File: config.mk
export PLATFORM = sky130hd
export DESIGN_NAME = crc_frame_ctrl_flat
export DESIGN_NICKNAME = d
export VERILOG_FILES = /design/src/rtl/crc_frame_ctrl_if.sv /design/src/rtl/crc_frame_ctrl.sv /design/src/flat_wrapper.sv
export SDC_FILE = /design/constraint.sdc
export NUM_CORES = 1
export LEC_CHECK = 0
export CAP_MARGIN = 25
export CELL_PAD_IN_SITES_DETAIL_PLACEMENT = 1
export CELL_PAD_IN_SITES_GLOBAL_PLACEMENT = 1
export CORE_AREA = 2 2 77 79
export CTS_BUF_LIST = sky130_fd_sc_hd__clkbuf_8
export DETAILED_ROUTE_END_ITERATION = 7
export DIE_AREA = 0 0 79 81
export GPL_TIMING_DRIVEN = 1
export PLACE_DENSITY = 0.85
export SLEW_MARGIN = 20
export SYNTH_ARGS = -nofsm -noshare
export SYNTH_HDL_FRONTEND = slang
export SYNTH_SLANG_ARGS = --single-unit
export TNS_END_PERCENT = 5
File: constraint.sdc
create_clock -name clk -period 4.4 [get_ports clk]
set_input_delay 0.44 -clock clk [delete_from_list [all_inputs] [get_ports clk]]
set_output_delay 0.44 -clock clk [all_outputs]
set_load 0.05 [all_outputs]
File: src/rtl/crc_frame_ctrl_if.sv
// rtl/crc_frame_ctrl_if.sv - byte input, CRC engine and result signal bundle for crc_frame_ctrl
interface crc_frame_ctrl_if;
  logic       in_valid;
  logic [7:0] in_data;
  logic       in_last;
  logic       in_ready;
  logic       abort;
  logic       crc_clr;
  logic       crc_en;
  logic       crc_bit;
  logic [7:0] crc_value;
  logic       res_valid;
  logic       res_ready;
  logic [7:0] res_crc;
  logic       res_match;
  logic [7:0] res_len;
  logic       err_overrun;

  modport slave (
    input  in_valid, in_data, in_last, abort, crc_value, res_ready,
    output in_ready, crc_clr, crc_en, crc_bit, res_valid, res_crc, res_match, res_len,
           err_overrun
  );

  modport master (
    output in_valid, in_data, in_last, abort, crc_value, res_ready,
    input  in_ready, crc_clr, crc_en, crc_bit, res_valid, res_crc, res_match, res_len,
           err_overrun
  );
endinterface

File: src/rtl/crc_frame_ctrl.sv
// rtl/crc_frame_ctrl.sv - frame sequencer feeding a bit-serial CRC-8 engine, with result port
module crc_frame_ctrl #(
  parameter bit          MSB_FIRST = 1'b1,
  parameter int unsigned MAX_LEN   = 255
) (
  input logic            clk,
  input logic            reset,
  crc_frame_ctrl_if.slave bus
);

  typedef enum logic [2:0] {IDLE, CLR, SHIFT, WAIT, RESULT} state_t;

  localparam logic [7:0] LEN_MAX = 8'(MAX_LEN);

  state_t     state, state_n;
  logic [7:0] byte_q, byte_n;
  logic       last_q, last_n;
  logic [2:0] bit_cnt, bit_cnt_n;
  logic [7:0] len_q, len_n;

  logic       crc_clr_q, crc_en_q, crc_bit_q;
  logic       res_valid_q, res_match_q, err_q;
  logic [7:0] res_crc_q, res_len_q;

  logic       accept, overrun, load_res;
  logic [7:0] res_crc_n, final_crc;

  function automatic logic sel_bit(input logic [7:0] b, input logic [2:0] idx);
    return MSB_FIRST ? b[idx] : b[3'd7 - idx];
  endfunction

  // The engine only commits the last bit at the edge closing SHIFT, so its
  // post-update value is formed here to present a registered result on time.
  function automatic logic [7:0] crc_step(input logic [7:0] c, input logic d);
    return {c[6:0], 1'b0} ^ ((c[7] ^ d) ? 8'h1D : 8'h00);
  endfunction

  assign bus.in_ready = ((state == IDLE) || (state == WAIT)) && !bus.abort;
  assign accept       = bus.in_valid && bus.in_ready;
  assign final_crc    = crc_step(bus.crc_value, crc_bit_q);

  always_comb begin
    state_n   = state;
    byte_n    = byte_q;
    last_n    = last_q;
    bit_cnt_n = bit_cnt;
    len_n     = len_q;
    load_res  = 1'b0;
    overrun   = 1'b0;
    res_crc_n = bus.crc_value;
    if (bus.abort && (state != IDLE)) begin
      state_n = IDLE;
    end else begin
      case (state)
        IDLE: begin
          if (accept) begin
            byte_n    = bus.in_data;
            last_n    = bus.in_last;
            len_n     = 8'd1;
            bit_cnt_n = 3'd7;
            state_n   = CLR;
          end
        end
        CLR: begin
          bit_cnt_n = 3'd7;
          state_n   = SHIFT;
        end
        SHIFT: begin
          if (bit_cnt == 3'd0) begin
            if (last_q) begin
              state_n   = RESULT;
              load_res  = 1'b1;
              res_crc_n = final_crc;
            end else begin
              state_n = WAIT;
            end
          end else begin
            bit_cnt_n = bit_cnt - 3'd1;
          end
        end
        WAIT: begin
          if (accept) begin
            if ((len_q == LEN_MAX) && !bus.in_last) begin
              // Engine already holds the CRC of the kept bytes; the extra byte is dropped.
              overrun  = 1'b1;
              load_res = 1'b1;
              state_n  = RESULT;
            end else begin
              byte_n    = bus.in_data;
              last_n    = bus.in_last;
              len_n     = (len_q == LEN_MAX) ? len_q : len_q + 8'd1;
              bit_cnt_n = 3'd7;
              state_n   = SHIFT;
            end
          end
        end
        RESULT: begin
          if (bus.res_ready) begin
            state_n = IDLE;
          end
        end
        default: state_n = IDLE;
      endcase
    end
  end

  always_ff @(posedge clk or negedge reset) begin
    if (!reset) begin
      state       <= IDLE;
      byte_q      <= 8'h00;
      last_q      <= 1'b0;
      bit_cnt     <= 3'd0;
      len_q       <= 8'h00;
      crc_clr_q   <= 1'b0;
      crc_en_q    <= 1'b0;
      crc_bit_q   <= 1'b0;
      res_valid_q <= 1'b0;
      res_crc_q   <= 8'h00;
      res_match_q <= 1'b0;
      res_len_q   <= 8'h00;
      err_q       <= 1'b0;
    end else begin
      state       <= state_n;
      byte_q      <= byte_n;
      last_q      <= last_n;
      bit_cnt     <= bit_cnt_n;
      len_q       <= len_n;
      crc_clr_q   <= (state_n == CLR) || (bus.abort && (state != IDLE));
      crc_en_q    <= (state_n == SHIFT);
      crc_bit_q   <= (state_n == SHIFT) ? sel_bit(byte_n, bit_cnt_n) : 1'b0;
      res_valid_q <= (state_n == RESULT);
      if (load_res) begin
        res_crc_q   <= res_crc_n;
        res_match_q <= (res_crc_n == 8'h00);
        res_len_q   <= len_q;
      end
      if (overrun) begin
        err_q <= 1'b1;
      end else if ((state == IDLE) && accept) begin
        err_q <= 1'b0;
      end
    end
  end

  assign bus.crc_clr     = crc_clr_q;
  assign bus.crc_en      = crc_en_q;
  assign bus.crc_bit     = crc_bit_q;
  assign bus.res_valid   = res_valid_q;
  assign bus.res_crc     = res_crc_q;
  assign bus.res_match   = res_match_q;
  assign bus.res_len     = res_len_q;
  assign bus.err_overrun = err_q;

endmodule
File: src/flat_wrapper.sv
// flat-port wrapper written by rule: the top's interface ports become plain ports
module crc_frame_ctrl_flat 
#(
  parameter bit          MSB_FIRST = 1'b1,
  parameter int unsigned MAX_LEN   = 255
)
  (clk, reset, bus_in_valid, bus_in_data, bus_in_last, bus_abort, bus_crc_value, bus_res_ready, bus_in_ready, bus_crc_clr, bus_crc_en, bus_crc_bit, bus_res_valid, bus_res_crc, bus_res_match, bus_res_len, bus_err_overrun);
  crc_frame_ctrl_if bus_i ();
  input logic clk;
  input logic reset;
  input wire logic [$bits(bus_i.in_valid)-1:0] bus_in_valid;
  input wire logic [$bits(bus_i.in_data)-1:0] bus_in_data;
  input wire logic [$bits(bus_i.in_last)-1:0] bus_in_last;
  input wire logic [$bits(bus_i.abort)-1:0] bus_abort;
  input wire logic [$bits(bus_i.crc_value)-1:0] bus_crc_value;
  input wire logic [$bits(bus_i.res_ready)-1:0] bus_res_ready;
  output wire logic [$bits(bus_i.in_ready)-1:0] bus_in_ready;
  output wire logic [$bits(bus_i.crc_clr)-1:0] bus_crc_clr;
  output wire logic [$bits(bus_i.crc_en)-1:0] bus_crc_en;
  output wire logic [$bits(bus_i.crc_bit)-1:0] bus_crc_bit;
  output wire logic [$bits(bus_i.res_valid)-1:0] bus_res_valid;
  output wire logic [$bits(bus_i.res_crc)-1:0] bus_res_crc;
  output wire logic [$bits(bus_i.res_match)-1:0] bus_res_match;
  output wire logic [$bits(bus_i.res_len)-1:0] bus_res_len;
  output wire logic [$bits(bus_i.err_overrun)-1:0] bus_err_overrun;
  assign bus_i.in_valid = bus_in_valid;
  assign bus_i.in_data = bus_in_data;
  assign bus_i.in_last = bus_in_last;
  assign bus_i.abort = bus_abort;
  assign bus_i.crc_value = bus_crc_value;
  assign bus_i.res_ready = bus_res_ready;
  assign bus_in_ready = bus_i.in_ready;
  assign bus_crc_clr = bus_i.crc_clr;
  assign bus_crc_en = bus_i.crc_en;
  assign bus_crc_bit = bus_i.crc_bit;
  assign bus_res_valid = bus_i.res_valid;
  assign bus_res_crc = bus_i.res_crc;
  assign bus_res_match = bus_i.res_match;
  assign bus_res_len = bus_i.res_len;
  assign bus_err_overrun = bus_i.err_overrun;
  crc_frame_ctrl #(.MSB_FIRST(MSB_FIRST), .MAX_LEN(MAX_LEN)) u_core (.clk(clk), .reset(reset), .bus(bus_i));
endmodule
==> metrics <==
outcome finished, final reports clean; vias in the first global route between 1.5k and 2k; xor/xnor share of the synthesized area under 10%; Net Switching 0.3445 mW; # diodes 0; pre-CTS setup slack 1.171 ns; worst endpoint required time about 4.6 ns; final antenna-violating net count 0; htree depth 2; P_int 0.7383 mW; Post-Syn Area about 2400 sq um; top_reg_cell synth dfrtp_1; Worst-Skew Late Latency 0.31 ns; startpoint types primary input; HPWL Detailed 4.221 mm; Worst Path Arrival 3.08 ns; #FFs+latches synth between 40 and 50; DRC 0; Slew headroom 41.36%; IO Count 45; simple-gate portion of the synthesized area between 10% and 20%; sw frac between 30% and 40%; PwrDens roughly 360 nW/um^2; Die Y around 80 um; Synth Instances around 240; Net count, final between 300 and 400; GRT Overall Usage about a fifth; Die Width between 70 and 80 um; initial antenna violation count 0; layout cells sized above 1 5.965%; Routed WL per cell 16.43 um; Worst Path Max Fanout 22; Die Area 6399 sq um; final worst slack 1.512 ns; syn_nets between 200 and 300; CP Cell Sequence clkdlybuf4s50_1, nor2_2, and4_1, a31o_1, mux2_1; Synth top area share between 40% and 50%; CTS Buf Count 5; count of final setup violators 0; final period utilization approximately 66%; CTS Hold Bufs 0; fraction of registers with async set or reset after synthesis 100.0%; CTS tree done; drt via density 5.339; CP Class in -> reg; CP max stage cell a31o_1; Post-synth EDFFs 0; Starting Density between 40% and 50%; P_leak between 1 and 1.5 nW; CP max stage delay around 0.76 ns; cell family with most CP delay simple AND/OR/NAND/NOR gates; Final Max Slew Viols 0; slew at the pin closest to its max-slew limit between 0.8 and 0.9 ns; IO buf count 44; DRT iter0 DRCs 111; core area roughly 5700 sq um; r2r setup slk ~1.5 ns; Synth area leaders dfrtp_1, mux2i_1, nor2_1, mux2_1, nand2_1; reg2reg start u_core.state[1]$_DFF_PN0_; clock transition at the registers of the reported paths 0.10 ns; post-CTS resize count 0; Clock Power Share a little under a third; placer congestion estimate 0.8174; global-route wire length before repair approximately 10 mm; Reg-to-Reg End u_core.bus.res_len[0]$_DFFE_PN0P_; sequential share of power roughly 46%; Max Cap Violations 0; R2R cell count 4; Final Routed Wirelength slightly below 6 mm; largest net degree at the start of global routing between 40 and 50; vias 1922; router iterations before antenna repair 4; CTS sink cnt 45; Crit. End Element flip-flop; synth warn 0; total power between 1 and 1.5 mW; post-synthesis adder-cell area fraction 1.580%; Peak VDD IR 0.1901 mV; Distinct cells, synth 48; mux share of post-synthesis cell area under 10%; Logic pwr share 22.2%; final hold vios 0; num rows 28; synthesized area per cell about 9.9 sq um; setup bufs post-CTS 0; clock root cell clkbuf_8; hold crit path type in -> async; fin crit period between 2 and 3 ns; post-synthesis compound-gate area fraction between 10% and 20%; CP Buf/Inv Count 1; P&R area growth vs syn 26.07%; Worst Skew 0.01199 ns; setup tns final 0 ns; clock buffer depth 2; largest family of logic cells by synthesized area simple AND/OR/NAND/NOR gates; fill count roughly 650; Seq/Total Area, Yosys around 47%; gr ovfl total 0; RSZ-0062 raised after global routing no; post-synth top area cell dfrtp_1; fmax approximately 350 MHz
## cell usage after synthesis (3+ instances only)
cell type,number
dfrtp_1,45
nor2_1,25
nand2_1,23
inv_1,14
a21oi_1,13
mux2i_1,13
o21ai_0,11
xor2_1,9
buf_2,8
mux2_1,8
nand3_1,6
nand4_1,5
a31oi_1,4
and3_1,4
nor2b_1,4
a31o_1,3
ha_1,3
o211ai_1,3
o21ai_1,3
## power groups by stage
stage | combinational (mW) | sequential [mW] | clock (mW)
after CTS | 0.244 | 0.501 | 0.347
after global placement | 0.231 | 0.508 | 0
after detailed placement | 0.240 | 0.510 | 0
final | 0.240 | 0.502 | 0.340
after global routing | 0.273 | 0.510 | 0.367
after floorplan | 0.153 | 0.506 | 0
## sequential cells by signal, summed over array words and instances, names as in the netlist
signal,flops
u_core.bus.crc_clr,1
u_core.bus.crc_en,1
u_core.last_q,1
u_core.bus.res_crc,8
u_core.bus.res_valid,1
u_core.byte_q,8
u_core.bus.err_overrun,1
u_core.state,3
u_core.bit_cnt,3
u_core.bus.res_match,1
u_core.bus.crc_bit,1
u_core.len_q,8
u_core.bus.res_len,8
## logic make-up (layout without fill, tap and decap cells)
kind of cell               count (synthesis)  count (layout)
DFF                                       45              45
and+or+nand+nor                           84              84
xor gates and xnor gates                  11              11
buffers and inverters                     24              68
adders and majority gates                  3               3
AOI/OAI and AO/OA                         53              53
muxes                                     21              21
## layout make-up
cell class	count	area (sq um)	area share (%)
clock buffers	6	82.58	2.757
clock inverters	2	37.54	1.253
inverters	14	52.55	1.754
multi-input cells	172	1150	38.39
flip-flops and latches	45	1126	37.59
well taps	75	93.84	3.133
repair buffers	46	452.9	15.12
## per-stage QoR
stage / util, % / std cells / hold WS (ns) / area (sq um)
floorplan: - / 241 / 0.1444 / 2376
global placement: 50.62 / 352 / 0.4485 / 2873
detailed placement: 50.62 / 352 / 0.4507 / 2873
CTS: 52.73 / 360 / 0.3352 / 2993
global route: 52.78 / 360 / 0.1581 / 2995
finish: 52.78 / 360 / 0.1194 / 2995
## worst max-delay path by stage
stage,end,slack [ns],cells past startpoint,start
after CTS,u_core.bus.res_crc[2]$_DFFE_PN0P_,1.48,7,bus_abort
after floorplan,u_core.bus.crc_bit$_DFF_PN0_,2.10,8,u_core.len_q[0]$_DFFE_PN0P_
after detailed placement,u_core.bus.res_crc[2]$_DFFE_PN0P_,1.17,7,bus_abort
after global placement,u_core.bus.res_len[0]$_DFFE_PN0P_,1.27,5,bus_abort
final,u_core.bus.res_len[0]$_DFFE_PN0P_,1.51,5,bus_abort
after global routing,u_core.bus.res_crc[2]$_DFFE_PN0P_,1.23,7,bus_abort
## metal layers
metal | global-route usage, % | vias up | part of all wire (%)
met2 | 34.15 | 26 | 51
met3 | 3.333 | 7 | 2.0
met1 | 26.84 | 954 | 46
li1 | - | 935 | -
met5 | 0 | - | 0
met4 | 6.207 | 0 | 1.5
## placed cells by master (no fill, tap or decap), types with 3 or more instances in the layout
cell,Yosys,layout
mux2_1,8,8
a21oi_1,13,13
buf_4,0,3
o21ai_0,11,11
dfrtp_1,45,45
nand3_1,6,6
a31o_1,3,3
o211ai_1,3,3
ha_1,3,3
nand2_1,23,23
o21ai_1,3,3
mux2i_1,13,13
and3_1,4,4
inv_1,14,14
a31oi_1,4,4
nand4_1,5,5
nor2_1,25,25
clkbuf_8,0,6
nor2b_1,4,4
clkdlybuf4s50_1,0,43
xor2_1,9,9
Note: power is estimated with default switching activity, not from simulation.
